**config.mk**
```make
export PLATFORM = sky130hd
export DESIGN_NAME = conv2_mac_seq_flat
export DESIGN_NICKNAME = d
export VERILOG_FILES = /design/src/rtl/conv2_mac_seq_if.sv /design/src/rtl/conv2_mac_seq.sv /design/src/flat_wrapper.sv
export SDC_FILE = /design/constraint.sdc
export NUM_CORES = 1
export LEC_CHECK = 0
export ABC_AREA = 0
export CORE_MARGIN = 2
export CORE_UTILIZATION = 60
export CTS_BUF_LIST = sky130_fd_sc_hd__clkbuf_8
export CTS_CLUSTER_SIZE = 12
export DETAILED_ROUTE_END_ITERATION = 8
export PLACE_DENSITY = 0.91
export RECOVER_POWER = 100
export SYNTH_ARGS = -nofsm -noshare
export SYNTH_HDL_FRONTEND = slang
export SYNTH_SLANG_ARGS = --single-unit
```
**constraint.sdc**
```tcl
create_clock -name clk -period 7.3 [get_ports clk]
set_clock_uncertainty 0.2 [all_clocks]
set_input_delay 1.095 -clock clk [delete_from_list [all_inputs] [get_ports clk]]
set_output_delay 1.095 -clock clk [all_outputs]
set_load 0.05 [all_outputs]
```
**src/rtl/conv2_mac_seq_if.sv**
```systemverilog
// conv2_mac_seq_if: start/result handshake and layer-buffer read port of the conv2 serial MAC
interface conv2_mac_seq_if #(
    parameter int W_W    = 9,
    parameter int X_W    = 22,
    parameter int OUT_W  = 30,
    parameter int ADDR_W = 10
);
    logic                     start;
    logic signed [W_W-1:0]    bias;
    logic                     rd_en;
    logic [ADDR_W-1:0]        rd_addr;
    logic signed [W_W-1:0]    w_data;
    logic signed [X_W-1:0]    x_data;
    logic                     busy;
    logic                     done;
    logic signed [OUT_W-1:0]  result;
    logic                     sat;
    modport master (output start, bias, w_data, x_data, input rd_en, rd_addr, busy, done, result, sat);
    modport slave  (input start, bias, w_data, x_data, output rd_en, rd_addr, busy, done, result, sat);
endinterface

```
**src/rtl/conv2_mac_seq.sv**
```systemverilog
// conv2_mac_seq: sequencer and single-multiplier MAC producing one saturated conv2 output
module conv2_mac_seq #(
    parameter int N_TAP  = 800,
    parameter int W_W    = 9,
    parameter int X_W    = 22,
    parameter int OUT_W  = 30,
    parameter int ACC_W  = 42,
    parameter int ADDR_W = 10
) (
    input logic clk,
    input logic rst_n,
    conv2_mac_seq_if.slave m
);
    localparam int PW = W_W + X_W;
    localparam logic signed [ACC_W-1:0] MAXV = {{(ACC_W-OUT_W+1){1'b0}}, {(OUT_W-1){1'b1}}};
    localparam logic signed [ACC_W-1:0] MINV = {{(ACC_W-OUT_W+1){1'b1}}, {(OUT_W-1){1'b0}}};
    typedef enum logic [2:0] {IDLE, FETCH, DRAIN, BIAS, DONE} state_t;
    state_t st, nxt;
    logic [ADDR_W-1:0] cnt;
    logic signed [W_W-1:0] bias_r;
    logic signed [PW-1:0] prod_r;
    logic signed [ACC_W-1:0] acc, s;
    logic signed [OUT_W-1:0] res_r;
    logic rv, pv, dr, last, sat_r;
    assign last = cnt == ADDR_W'(N_TAP - 1);
    assign s = acc + ACC_W'(bias_r);
    assign m.rd_en = st == FETCH;
    assign m.rd_addr = cnt;
    assign m.busy = st != IDLE;
    assign m.done = st == DONE;
    assign m.result = res_r;
    assign m.sat = sat_r;
    always_comb begin
        nxt = st;
        case (st)
            IDLE:    nxt = m.start ? FETCH : IDLE;
            FETCH:   nxt = last ? DRAIN : FETCH;
            DRAIN:   nxt = dr ? BIAS : DRAIN;
            BIAS:    nxt = DONE;
            default: nxt = IDLE;
        endcase
    end
    // rv marks read data arriving, pv marks a product waiting to be accumulated
    always_ff @(posedge clk or negedge rst_n) begin
        if (!rst_n) begin
            st     <= IDLE;
            cnt    <= '0;
            bias_r <= '0;
            prod_r <= '0;
            acc    <= '0;
            res_r  <= '0;
            sat_r  <= 1'b0;
            rv     <= 1'b0;
            pv     <= 1'b0;
            dr     <= 1'b0;
        end else begin
            st <= nxt;
            rv <= st == FETCH;
            pv <= rv;
            dr <= st == DRAIN;
            if (rv) prod_r <= PW'(m.w_data) * PW'(m.x_data);
            if (st == IDLE && m.start) begin
                bias_r <= m.bias;
                acc    <= '0;
                cnt    <= '0;
            end else if (pv) acc <= acc + ACC_W'(prod_r);
            if (st == FETCH && !last) cnt <= cnt + ADDR_W'(1);
            if (st == BIAS) begin
                sat_r <= s > MAXV || s < MINV;
                res_r <= s > MAXV ? MAXV[OUT_W-1:0] : s < MINV ? MINV[OUT_W-1:0] : s[OUT_W-1:0];
            end
        end
    end
endmodule

```
**src/flat_wrapper.sv**
```systemverilog
// flat-port wrapper written by rule: the top's interface ports become plain ports
module conv2_mac_seq_flat 
#(
    parameter int N_TAP  = 800,
    parameter int W_W    = 9,
    parameter int X_W    = 22,
    parameter int OUT_W  = 30,
    parameter int ACC_W  = 42,
    parameter int ADDR_W = 10
)
  (clk, rst_n, m_start, m_bias, m_w_data, m_x_data, m_rd_en, m_rd_addr, m_busy, m_done, m_result, m_sat);
  conv2_mac_seq_if #(.W_W(W_W), .X_W(X_W), .OUT_W(OUT_W), .ADDR_W(ADDR_W)) m_i ();
  input logic clk;
  input logic rst_n;
  input wire logic [$bits(m_i.start)-1:0] m_start;
  input wire logic [$bits(m_i.bias)-1:0] m_bias;
  input wire logic [$bits(m_i.w_data)-1:0] m_w_data;
  input wire logic [$bits(m_i.x_data)-1:0] m_x_data;
  output wire logic [$bits(m_i.rd_en)-1:0] m_rd_en;
  output wire logic [$bits(m_i.rd_addr)-1:0] m_rd_addr;
  output wire logic [$bits(m_i.busy)-1:0] m_busy;
  output wire logic [$bits(m_i.done)-1:0] m_done;
  output wire logic [$bits(m_i.result)-1:0] m_result;
  output wire logic [$bits(m_i.sat)-1:0] m_sat;
  assign m_i.start = m_start;
  assign m_i.bias = m_bias;
  assign m_i.w_data = m_w_data;
  assign m_i.x_data = m_x_data;
  assign m_rd_en = m_i.rd_en;
  assign m_rd_addr = m_i.rd_addr;
  assign m_busy = m_i.busy;
  assign m_done = m_i.done;
  assign m_result = m_i.result;
  assign m_sat = m_i.sat;
  conv2_mac_seq #(.N_TAP(N_TAP), .W_W(W_W), .X_W(X_W), .OUT_W(OUT_W), .ACC_W(ACC_W), .ADDR_W(ADDR_W)) u_core (.clk(clk), .rst_n(rst_n), .m(m_i));
endmodule
```
# [After elaboration in Yosys (flattened, before gate mapping)]
# Index checks and enable logic that the tools add are counted.
[classes] addsub=3 n_mul=1 order_cmp=2 eq_ne=5 n_mux=10 reduce_logical=8
[ops] operator="2-to-1 mux 42 bit" n=2
[ops] operator="2-to-1 mux 30 bit" n=2
[ops] operator="adder 42 x 31 -> 42 bit" n=1
[ops] operator="adder 42 x 9 -> 42 bit" n=1
[ops] operator="> comparator 42 x 30 -> 1 bit, second input constant" n=1
[ops] operator="< comparator 42 x 30 -> 1 bit, second input constant" n=1
[ops] operator="multiplier 9 x 22 -> 31 bit" n=1
[ops] operator="2-to-1 mux 10 bit" n=2
[ops] operator="one-hot mux 3 bit (4 select lines)" n=1
[ops] operator="adder 10 x 1 -> 10 bit, second input constant" n=1
[ops] operator="== test 10 bit, second input constant" n=1
[ops] operator="== test 3 x 2 -> 1 bit, second input constant" n=2
[ops] operator="nonzero test 2 bit" n=2
[ops] operator="== test 3 x 1 -> 1 bit, second input constant" n=1
[ops] operator="== test 3 bit, second input constant" n=1
[ops] operator="logical NOT 3 bit" n=1
[ops] operator="nonzero test 3 bit" n=1
[ops] operator="logical AND 1 bit" n=2
[ops] operator="2-to-1 mux 1 bit" n=2
[ops] operator="2-to-1 mux 2 bit" n=1
[ops] operator="logical NOT 1 bit" n=1
[ops] operator="logical OR 1 bit" n=1
[word_totals] reg_bits=129 inputBits=43 out_inout_bits=44 wordCells=39

# [Longest topological paths before layout]
[depth] depth_word=4 depth_mapped=24 ltp_nobuf=23

# [Least setup slack after synthesis]
# Ideal clock, no wire load.
[synth_path] path_kind="input to register" from="input port m_w_data[2]" to="register u_core.prod_r[29]" setup_time_ps=125 arrival_time_ps=6472 required_time_ps=6975 setup_slack_ps=503 stages=22 n_path_buf=1 path_cell_list="clkbuf_1 > nand2_1 > fa_1 > inv_1 > fa_1 > inv_1 > fa_1 > inv_1 > fa_1 > ha_1 > ha_1 > nor2b_1 > o21ai_0 > nand2b_1 > a21o_1 > a31o_2 > a211oi_1 > o31ai_1 > a311o_1 > a31o_2 > xor2_1 > mux2_2"
[synth_via] elab_chain_len=1
[synth_rtl] item="start, declared" line="flat_wrapper.sv:17" source="input wire logic [$bits(m_i.w_data)-1:0] m_w_data;"
[synth_rtl] item="multiplier 9 x 22 -> 31 bit" line="conv2_mac_seq.sv:61" source="if (rv) prod_r <= PW'(m.w_data) * PW'(m.x_data);"
[synth_rtl] item="end signal, assigned" line="conv2_mac_seq.sv:61"
[synth_rtl] item="end, declared" line="conv2_mac_seq.sv:21" source="logic signed [PW-1:0] prod_r;"
# No other way between the ends.
# A chain may end at the register's enable or synchronous reset.

# [Worst setup path after layout]
[layout_path] from="input port m_w_data[0]" to="register u_core.prod_r[28]"
# Same word-level chain as after synthesis.

==> flow_summary.toml <==
[cells_and_area]
drive_above_1_share_pct = 5.131
utilization_pct = 66.54
final_area_mm2 = 0.01778
antennaDiodeCount = 0
layout.nets = 2250
seqCellArea_mm2 = 0.003228
multi_input_area_mm2 = 0.01212
n_fill_cell = 2115
synthToLayoutAreaGrowth_pct = 9.771

[global_route]
grt_usage_pct = 27.08
grt_pass1_wl_um = 63500
first_global_vias = 13421
antenna_found_initial = 0
grt_max_degree = 67
grt_overflow = 0

[yosys]
synth_area_leaders = "fa_1 (20%), dfrtp_1 (20%), ha_1 (11%), nand2_1 (4.6%), and2_1 (4.1%)"
synth_top_area_share_pct = 20.14
synth_cell_type_count = 79
synth-simple-area-share_pct = 18.75
synthAdderAreaFrac_pct = 31.50
synth_area_mm2 = 0.01620
yosys.area.top_type = "fa_1"
ys_seq_area_share_pct = 19.93
synth_mux_area_share_pct = 3.221
synth_nets = 2187
synth_top_family_by_area = "adder cells"
syn_inst = 1834
avgSynthCellArea_um2 = 8.833
ys_ff_latch = 129
synthXorXnorAreaFrac_pct = 4.974
ys.warnings.count = 0
ys_async_sr_fraction_pct = 100.0
synth-compound-area-share_pct = 16.38
synthFlopType = "dfrtp_1"
synth_edf_count = 0

[detailed_routing]
dr_wl_met3_um = 2215
routed-wl-met2_um = 18000
drtIter0Drc = 1092
routed_wl_um = 37290
wl_met1_um = 16270
routed.top_layer = "met4"
vias_per_cell = 6.041
remaining_drc_errors = 0
drt_first_pass_iters = 6
routedWlPerCell_um = 16.57
ant_nets = 0
num_vias = 13598

[power]
power.density_mw_per_mm2 = 462.3
p_leak_nw = 8.786
total_power_mw = 8.221
peakVddDrop_v = 0.0002437

[cts]
cts-root-buf = "clkbuf_8"
cts_buffers = 17
clock_sinks = 129
clockBufferDepth = 2
cts.reportedPaths.clkPinSlew_ns = 0.09
ctsHoldBuffers = 0
clkLatencyLatePin_ns = 0.46
ctsResizeCount = 0
cts_tree = "built"
cts_max_level = 4
cts_setup_buffers = 0

[sta]
finalMaxSlewViolations = 229
rsz0062_at_grt = "false"
min_period_ns = 6.992
setup_viol = 0
tns_ns = 0
slew_headroom_pct = -133.3
hold_viol = 0
fin_crit_sh_pct = 95.78
holdWs_ns = 0.2572
worstMarginPinSlew_ns = 3.499
fmax_mhz = 143.0

[setup_path]
crit_path_end_kind = "register"
startpoint = "m_w_data[0]"
arrival_ns = 7.05
setup.worst_path.class = "in2reg"
r2r_start = "u_core.bias_r[8]$_DFFE_PN0P_"
cp.required_ns = 7.36
crit_path_max_fanout = 13
start_kind = "input pin"

[die]
ios = 87
dieArea_mm2 = 0.02833
fp.dieW_um = 168.3
row_count = 60
start_util_pct = 60.61
core_mm2 = 0.02673
die_y_um = 168.3

[worst_hold_path]
hold_path_class = "reg2reg"
hold_start = "u_core.dr$_DFF_PN0_"

[status]
violations = "capacitance limit, slew limit"
status = "finished with violations"

[flow_run]
drv_cap = 5

[placement]
port_buffers = 86
place_area_mm2 = 0.01744
gp_congestion = 0.8866
post-dp-hpwl_um = 29590
## synth_stat cells (all sizes together), types with 3 or more instances
master and number:
or2 3, nor3 18, and2 107, a2111oi 9, ha 147, a21boi 4, and4 7, fa 163
o21ai 70, a21o 50, o21a 20, o2111a 3, nand3 38, nor2 169, nor4 4, a31oi 14
a211oi 16, a221oi 3, nor2b 13, inv 138, nand2 201, nand4 17, o31ai 10, nand2b 21
a21oi 133, o211ai 6, a311o 3, mux2 25, clkbuf 58, mux2i 24, buf 15, a311oi 4
nor3b 5, o21bai 15, xor2 31, o22ai 5, dfrtp 129, or3 6, o41a 3, o31a 3
xnor2 61, o2111ai 6, and3 21, a31o 3
## flip-flops by register name (all words and copies together), names as in the netlist
register / cells
u_core.st: 3
u_core.dr: 1
u_core.pv: 1
u_core.rv: 1
u_core.acc: 42
u_core.m.rd_addr: 10
u_core.m.result: 30
u_core.bias_r: 9
u_core.m.sat: 1
u_core.prod_r: 31
## critical path, cell delays in order
cell             delay, ns
clkdlybuf4s50_1       0.68
buf_4                 0.28
nand2_1               0.09
fa_1                  0.50
inv_1                 0.06
fa_1                  0.57
fa_1                  0.46
fa_1                  0.50
ha_1                  0.32
ha_1                  0.37
and3_1                0.23
a31oi_1               0.24
a31oi_1               0.17
o2111ai_1             0.23
a21boi_0              0.17
o41a_1                0.41
a21oi_1               0.18
nor2b_1               0.06
o311ai_0              0.28
o21ai_0               0.15
## through the flow
| stage | cells | setup WS (ns) |
|---|---|---|
| final | 2251 | 0.3084 |
| after global routing | 2251 | 0.06062 |
| after CTS | 2251 | 0.3937 |
| after detailed placement | 2219 | -0.06830 |
| after global placement | 2219 | 0.08799 |
| after floorplan | 1834 | 0.5030 |
## layout by cell type, fill, tap and decap left out, types with 21 or more instances in the layout
master / netlist / final
and2_1: 106 / 104
ha_1: 147 / 147
o21ai_0: 66 / 67
mux2i_1: 24 / 24
a21oi_1: 130 / 130
xor2_1: 31 / 31
fa_1: 163 / 163
inv_1: 138 / 138
nand2_1: 200 / 200
nor2_1: 169 / 169
nand3_1: 38 / 38
clkdlybuf4s50_1: 0 / 39
and3_1: 21 / 21
xnor2_1: 61 / 61
a21o_1: 50 / 50
nand2b_1: 21 / 21
mux2_2: 25 / 25
dfrtp_1: 129 / 129
dlygate4sd3_1: 0 / 46
## per-layer routing
| metal | GRT usage [%] | vias up |
|---|---|---|
| li1 | - | 6428 |
| met1 | 36.70 | 6561 |
| met2 | 45.77 | 543 |
| met3 | 3.573 | 66 |
| met4 | 7.909 | 0 |
| met5 | 0 | - |
## cell type report
cell class	instances	area share [%]
well taps	341	2.399
inverters	140	2.955
repair buffers	117	6.164
clock inverters	14	0.8021
multi-input cells	1492	68.13
clock buffers	18	1.393
flip-flops and latches	129	18.15
## power breakdown
| group | switching [mW] | total (mW) | leakage (nW) | internal, mW |
|---|---|---|---|---|
| Combinational | 3.46 | 6.39 | 7.01 | 2.93 |
| Clock | 0.326 | 0.616 | 0.195 | 0.289 |
| Sequential | 0.212 | 1.22 | 1.58 | 1.01 |
| Total | 4.00 | 8.22 | 8.79 | 4.22 |
## logic make-up (layout without fill, tap and decap cells)
group | Yosys count | in the layout
AOI/OAI and AO/OA | 403 | 403
xor gates and xnor gates | 92 | 92
adders and majority gates | 310 | 310
buffers and inverters | 213 | 289
DFF | 129 | 129
muxes | 49 | 49
and+or+nand+nor | 638 | 638
## path summary, 6_finish.rpt
path	end	slack, ns	cells after the start
max in group asynchronous	u_core.m.result[14]$_DFFE_PN0P_	2.41	2
max	u_core.prod_r[28]$_DFFE_PN0P_	0.31	20
min	u_core.st[0]$_DFF_PN0_	0.26	2
min in group asynchronous	u_core.m.rd_addr[1]$_DFFE_PN0P_	1.62	1
max reg2reg	u_core.m.result[14]$_DFFE_PN0P_	0.79	13
min reg2reg	u_core.st[0]$_DFF_PN0_	0.26	2
(Power assumes the default switching activity.)
